<file path="src/rtl/seven_seg_pkg.sv">
// Shared constants and types for the four-digit multiplexed seven-segment driver.
// Segment codes are active-low with the decimal point (bit 7) always off.
package seven_seg_pkg;

    typedef enum logic [1:0] {DIG1, DIG2, DIG3, DIG4} digit_sel_t;

    // Index n holds the code for hex value n (packed, so entry 0 is rightmost).
    localparam logic [15:0][7:0] SEG_TABLE = {
        8'h8E, 8'h86, 8'hA1, 8'hC6, 8'h83, 8'h88, 8'h90, 8'h80,
        8'hF8, 8'h82, 8'h92, 8'h99, 8'hB0, 8'hA4, 8'hF9, 8'hC0
    };

    localparam logic [7:0] SEG_BLANK  = 8'hFF;
    localparam logic [3:0] ANODE_OFF  = 4'b1111;
    localparam logic [3:0] ANODE_DIG1 = 4'b1110;
    localparam logic [3:0] ANODE_DIG2 = 4'b1101;
    localparam logic [3:0] ANODE_DIG3 = 4'b1011;
    localparam logic [3:0] ANODE_DIG4 = 4'b0111;

    function automatic logic [3:0] anode_for(input digit_sel_t sel);
        case (sel)
            DIG1:    return ANODE_DIG1;
            DIG2:    return ANODE_DIG2;
            DIG3:    return ANODE_DIG3;
            default: return ANODE_DIG4;
        endcase
    endfunction

    function automatic digit_sel_t next_sel(input digit_sel_t sel);
        case (sel)
            DIG1:    return DIG2;
            DIG2:    return DIG3;
            DIG3:    return DIG4;
            default: return DIG1;
        endcase
    endfunction

endpackage

</file>
<file path="src/rtl/hex_to_7seg.sv">
// Combinational hex-to-segment decoder; active-low cathodes, decimal point off.
module hex_to_7seg
    import seven_seg_pkg::*;
(
    input  logic [3:0] value,
    output logic [7:0] segment
);

    assign segment = SEG_TABLE[value];

endmodule

</file>
<file path="src/rtl/seven_seg.sv">
// Four-digit seven-segment scanner: a refresh counter steps the digit select, and
// the anode and segment outputs are registered together so they never disagree.
module seven_seg
    import seven_seg_pkg::*;
#(
    parameter int c_REFRESH_COUNT = 100000
) (
    input  logic       i_Clk,
    input  logic       i_Rst_L,
    input  logic [3:0] i_Digit_1,
    input  logic [3:0] i_Digit_2,
    input  logic [3:0] i_Digit_3,
    input  logic [3:0] i_Digit_4,
    output logic [3:0] o_Anode,
    output logic [7:0] o_Segment
);

    localparam int               CNT_W   = $clog2(c_REFRESH_COUNT);
    localparam logic [CNT_W-1:0] CNT_MAX = CNT_W'(c_REFRESH_COUNT - 1);

    logic [CNT_W-1:0] count;
    digit_sel_t       sel;
    logic [3:0]       digit;
    logic [7:0]       segment_next;

    // NOTE: every output of a combinational block gets a default first, so no path can infer a latch.
    always_comb begin
        digit = i_Digit_1;
        case (sel)
            DIG1:    digit = i_Digit_1;
            DIG2:    digit = i_Digit_2;
            DIG3:    digit = i_Digit_3;
            default: digit = i_Digit_4;
        endcase
    end

    hex_to_7seg u_decode (
        .value   (digit),
        .segment (segment_next)
    );

    // NOTE: sequential state uses non-blocking assignments so every register samples pre-edge values.
    always_ff @(posedge i_Clk or negedge i_Rst_L) begin
        if (!i_Rst_L) begin
            count <= '0;
            sel   <= DIG1;
        end else if (count == CNT_MAX) begin
            count <= '0;
            sel   <= next_sel(sel);
        end else begin
            count <= count + 1'b1;
        end
    end

    // Outputs follow the select that is current on this edge, so a slot lasts exactly c_REFRESH_COUNT edges.
    always_ff @(posedge i_Clk or negedge i_Rst_L) begin
        if (!i_Rst_L) begin
            o_Anode   <= ANODE_OFF;
            o_Segment <= SEG_BLANK;
        end else begin
            o_Anode   <= anode_for(sel);
            o_Segment <= segment_next;
        end
    end

endmodule

</file>
<file path="config.mk">
export PLATFORM = sky130hd
export DESIGN_NAME = seven_seg
export DESIGN_NICKNAME = d
export VERILOG_FILES = /design/src/rtl/seven_seg_pkg.sv /design/src/rtl/hex_to_7seg.sv /design/src/rtl/seven_seg.sv
export SDC_FILE = /design/constraint.sdc
export NUM_CORES = 1
export LEC_CHECK = 0
export CORE_ASPECT_RATIO = 1.5
export CORE_MARGIN = 2
export CORE_UTILIZATION = 56
export DETAILED_ROUTE_END_ITERATION = 8
export PLACE_DENSITY = 0.85
export SLEW_MARGIN = 5
export SYNTH_ARGS = -nofsm -noshare
export SYNTH_HDL_FRONTEND = slang
export SYNTH_SLANG_ARGS = --single-unit
</file>
<file path="constraint.sdc">
create_clock -name i_Clk -period 3.8 [get_ports i_Clk]
set_clock_uncertainty 0.1 [all_clocks]
set_input_delay 0.57 -clock i_Clk [delete_from_list [all_inputs] [get_ports i_Clk]]
set_output_delay 0.57 -clock i_Clk [all_outputs]
set_load 0.005 [all_outputs]
</file>
* Word-level counts from Yosys, hierarchy flattened
Memory sizes are Yosys's and may differ from the RTL's. A register that Yosys moved wholly into a read port is not among the register bits.
Index checks and enable logic that the tools add are counted.
W data, S select, Z words.
** Operators by class
- Reduce and logical (&&, ||, !) cells :: 2
- Multiplexer cells :: 4
- Eq/ne operators :: 3
- Add/subtract/negate cells :: 1
** Operator list (number)
- $pmux W4 S3 :: 2
- $add A17 B1 Y17 const B :: 1
- $eq A17 B17 Y1 const B :: 1
- $mux W17 :: 1
- $pmux W2 S3 :: 1
- $eq A2 B1 Y1 const B :: 1
- $eq A2 B2 Y1 const B :: 1
- $logic_not A2 Y1 :: 1
- $logic_not A1 Y1 :: 1
** Word-level totals
- ROM bits :: 128
- Logic and storage cells :: 14
- Output and inout port bits :: 12
- Input bits :: 18
- Register bits after elaboration :: 23
- Memories kept :: 1
** Memory list
- (no name shown) :: words 16, width 8, rd ports 1, clocked after Yosys merged registers in 1, write ports 0, RTL line hex_to_7seg.sv:9 : assign segment = SEG_TABLE[value];

* Logic depth before layout (Yosys ltp)
- Depth after elaboration :: 2
- Depth in mapped cells :: 9
- Mapped depth without buffers :: 9

* Hierarchy
A second synthesis with hierarchy kept.
** Second synthesis, totals
- Cells, all modules :: 149
- Area total of the unflattened synthesis :: 1647.8 um2
** By module, submodules not included
- seven_seg :: instances 1, area an instance 1361.3 um2, cells each 115, seq. area each 790.8 um2
- hex_to_7seg :: instances 1, area an instance 286.5 um2, cells each 34, seq. area each 0.0 um2

* Least setup slack after synthesis
OpenSTA, ideal clock, no wires.
- Kind :: reg-to-reg
- Start point :: reg sel[0]
- End point :: reg o_Segment[0]
- Clock period less this slack :: 2.141 ns
- Arrival time :: 1.957 ns
- Stages on the path, launching flop included :: 10
- Required time :: 3.617 ns
- Setup time :: 0.083 ns
- Path buffers :: 0
- Path slack :: 1.659 ns
- Path through :: dfrtp_1 > inv_1 > ha_1 > a22oi_1 > nand2_1 > mux2i_1 > inv_1 > ha_1 > and3_1 > a221o_1
** On the way
- Longest elaborated chain between the ends :: 2
- Elaborated cells on any way between the ends :: 4
- Those cells by class :: eq/ne: 2; mux: 1; reduce/logical: 1
** Ends and longest elaborated chain
- from (decl) :: RTL line seven_seg.sv:22 : digit_sel_t sel;
- from (signal assigned) :: RTL line seven_seg.sv:49 : sel <= next_sel(sel);
- $eq A2 B2 Y1, or another cell as far along :: RTL line seven_seg.sv:29 : case (sel)
- $pmux W4 S3 * :: RTL line seven_seg.sv:29
- to (decl) :: RTL line seven_seg.sv:15 : output logic [7:0] o_Segment
Every way passes the cells marked *; elsewhere a longest branch is shown, timed or not.
A chain may end at the register's enable or synchronous reset.

* Final worst setup path
Ends and elaborated chain as after synthesis.

==> flow_metrics.env <==
export IMPL_rsz0062_at_grt="no"
export IMPL_dp_hpwl_um=2780
export IMPL_clk_latency_ps=290
export IMPL_endpoint_kind="flop"
export IMPL_ys_seq_area_frac=0.466
export IMPL_worstSetupPathType="flop to flop"
export IMPL_fin_hold_ws_ps=382
export IMPL_min_path_type="flop to flop"
export IMPL_synthAdderAreaFrac=0.0839
export IMPL_crit_chain="inv_1, ha_1, a22oi_1, nand2_1, mux2i_1, inv_1, ha_1, and3_1, a221o_1"
export IMPL_netlist_area_um2=1640
export IMPL_syn_nets=184
export IMPL_yosys_area_share_simple=0.185
export IMPL_antennaDiodeCount=0
export IMPL_grt_antenna_before_repair=0
export IMPL_drt_first_pass_iters=4
export IMPL_grt_usage=0.254
export IMPL_die_area_um2=3390
export IMPL_vias=1310
export IMPL_worstHoldStart="count[0]$_DFF_PN0_"
export IMPL_drive_above_1_share=0.152
export IMPL_drt_iter0_drc=41
export IMPL_fin_setup_tns_ps=0
export IMPL_synth_top_area_cell="dfrtp_1"
export IMPL_synthCells=155
export IMPL_holdBufCountCts=0
export IMPL_drt_wirelength_per_cell_um=16.2
export IMPL_vdd_ir_drop_max_mv=0.312
export IMPL_crit_required_ps=3910
export IMPL_synth_top_family_by_area="simple AND/OR/NAND/NOR gates"
export IMPL_ios=30
export IMPL_synth_seq_cells=30
export IMPL_fmax_ghz=0.417
export IMPL_r2r_end="o_Segment[0]$_DFF_PN1_"
export IMPL_synthFlopType="dfrtp_1"
export IMPL_final_cells=230
export IMPL_cts_buffer_depth=2
export IMPL_finalCritPeriodShare=0.632
export IMPL_clk_pin_slew_ps=70
export IMPL_synth_top_area_share=0.290
export IMPL_rr_startpoint="sel[0]$_DFFE_PN0N_"
export IMPL_grt_pass1_vias=1367
export IMPL_hold_depth=1
export IMPL_cap_violations=0
export IMPL_power_per_cell_area_nw_per_um2=345
export IMPL_ys_types=41
export IMPL_grt_max_degree=27
export IMPL_cts_sinks=30
export IMPL_synthTopCellsByArea="dfrtp_1 29%, dfstp_2 18%, ha_1 8.4%"
export IMPL_leakage_nw=0.910
export IMPL_numCtsBuffers=5
export IMPL_ctsRootBufferMaster="clkbuf_8"
export IMPL_synth_compound_area_frac=0.0755
export IMPL_setup_viol=0
export IMPL_crit_arrival_ps=2510
export IMPL_grt_pass1_wl_um=6090
export IMPL_num_fill_cells=217
export IMPL_gp_congestion=0.832
export IMPL_ant_nets=0
export IMPL_yosys_warnings=0
export IMPL_slew_headroom=0.258
export IMPL_drc=0
export IMPL_rrSetupSlack_ps=1400
export IMPL_core_um2=2850
export IMPL_start_util=0.575
export IMPL_post_route_util=0.729
export IMPL_outcome="finished, final reports clean"
export IMPL_dieWidth_um=48.2
export IMPL_cts_tree="yes"
export IMPL_async_flop_share=1.00
export IMPL_area_growth_pct=26.9
export IMPL_synth_edf_count=0
export IMPL_period_needed_ps=2400
export IMPL_crit_family="adder cells"
export IMPL_viasPerCell=5.70
export IMPL_slowest_delay_ps=420
export IMPL_dpl_cell_count=222
export IMPL_synth_mux_area_frac=0.0686
export IMPL_worst_path_stages=9
export IMPL_r2r_cells=9
export IMPL_timing_critical_path_buf_inv=2
export IMPL_holdPathEnd="count[0]$_DFF_PN0_"
export IMPL_grt_overflow=0
export IMPL_final_common_cell="clkdlybuf4s50_1"
export IMPL_place_port_buffers=28
export IMPL_start_kind="flop"
export IMPL_htreeDepth=2
export IMPL_avgSynthCellArea_um2=10.6
export IMPL_slowest_stage="dfrtp_1"
export IMPL_synth_xor_area_frac=0.0748
export IMPL_row_count=24
export IMPL_num_nets_final=219
export IMPL_layout_common_cells="28 x clkdlybuf4s50_1, 19 x dfrtp_1, 15 x inv_1"
export IMPL_maxSlewViolCount=0
export IMPL_wirelength_um=3720
export IMPL_cts_resized=0
export IMPL_hold_viol=0
export IMPL_die_h_um=70.3
export IMPL_p_total_mw=0.718
export IMPL_cts_setup_buffers=0
export IMPL_tightest_slew_ps=1110
export IMPL_critPathMaxFanout=5
==> layer usage <==
layer  vias to the layer above  GRT usage  part of all wire
met3                        13     0.0413             0.027
met1                       649      0.267              0.35
met5                         -          0                 0
met4                         0      0.165             0.042
li1                        610          -                 -
met2                        38      0.425              0.58
==> registers in the layout (all words and copies together) (netlist names) <==
signal	cells
sel	2
o_Segment	7
count	17
o_Anode	4
==> cell type report <==
type / count / area (µm²) / share of cell area
clock inverter: 3 / 40.0 / 0.0192
timing repair buffer: 30 / 295 / 0.142
multi-input combinational: 107 / 803 / 0.386
inverter: 16 / 60.1 / 0.0289
clock buffer: 5 / 68.8 / 0.0331
tap: 39 / 48.8 / 0.0235
sequential: 30 / 764 / 0.367
==> cells by family (layout without fill, tap and decap cells) <==
| kind of cell | count (synthesis) | after routing |
|---|---|---|
| AO/OA/AOI/OAI | 17 | 17 |
| XOR/XNOR | 14 | 14 |
| adder cells (fa/ha/maj) | 11 | 11 |
| buffers and inverters | 18 | 54 |
| flip-flops | 30 | 30 |
| multiplexers | 11 | 11 |
| other | 1 | 1 |
| AND/OR/NAND/NOR | 53 | 53 |
==> power breakdown <==
group	leakage (nW)	internal (mW)	switching, mW	total (mW)
clock network	0.0579	0.193	0.123	0.316
logic	0.486	0.0400	0.0293	0.0693
registers	0.366	0.331	0.00190	0.333
==> worst max-delay path by stage <==
stage,from,end,slack (ps)
floorplan,sel[0]$_DFFE_PN0N_,o_Segment[0]$_DFF_PN1_,1660
global placement,i_Digit_3[1],o_Segment[0]$_DFF_PN1_,1260
detailed placement,i_Digit_3[1],o_Segment[0]$_DFF_PN1_,1210
CTS,sel[0]$_DFFE_PN0N_,o_Segment[4]$_DFF_PN1_,1410
global route,sel[0]$_DFFE_PN0N_,o_Segment[0]$_DFF_PN1_,1250
finish,sel[0]$_DFFE_PN0N_,o_Segment[0]$_DFF_PN1_,1400
==> Yosys cell counts, types with 2 or more instances <==
library cell,n
nor3_1,5
nand4_1,5
nor2_1,12
dfrtp_1,19
a21oi_1,2
xor2_1,2
mux2i_1,9
o22ai_1,4
xnor2_1,12
nor2b_1,2
dfstp_2,11
inv_1,15
o21ai_0,2
nand3_1,5
mux2_2,2
a222oi_1,3
nand2_1,11
ha_1,11
==> per-stage QoR <==
step           worst slack, ps  area, µm²
6_report                  1400       2080
3_3_place_gp              1260       1970
3_5_place_dp              1210       1970
5_1_grt                   1250       2080
4_1_cts                   1410       2080
2_1_floorplan             1660       1640
Power figures use the tool's default switching activity.
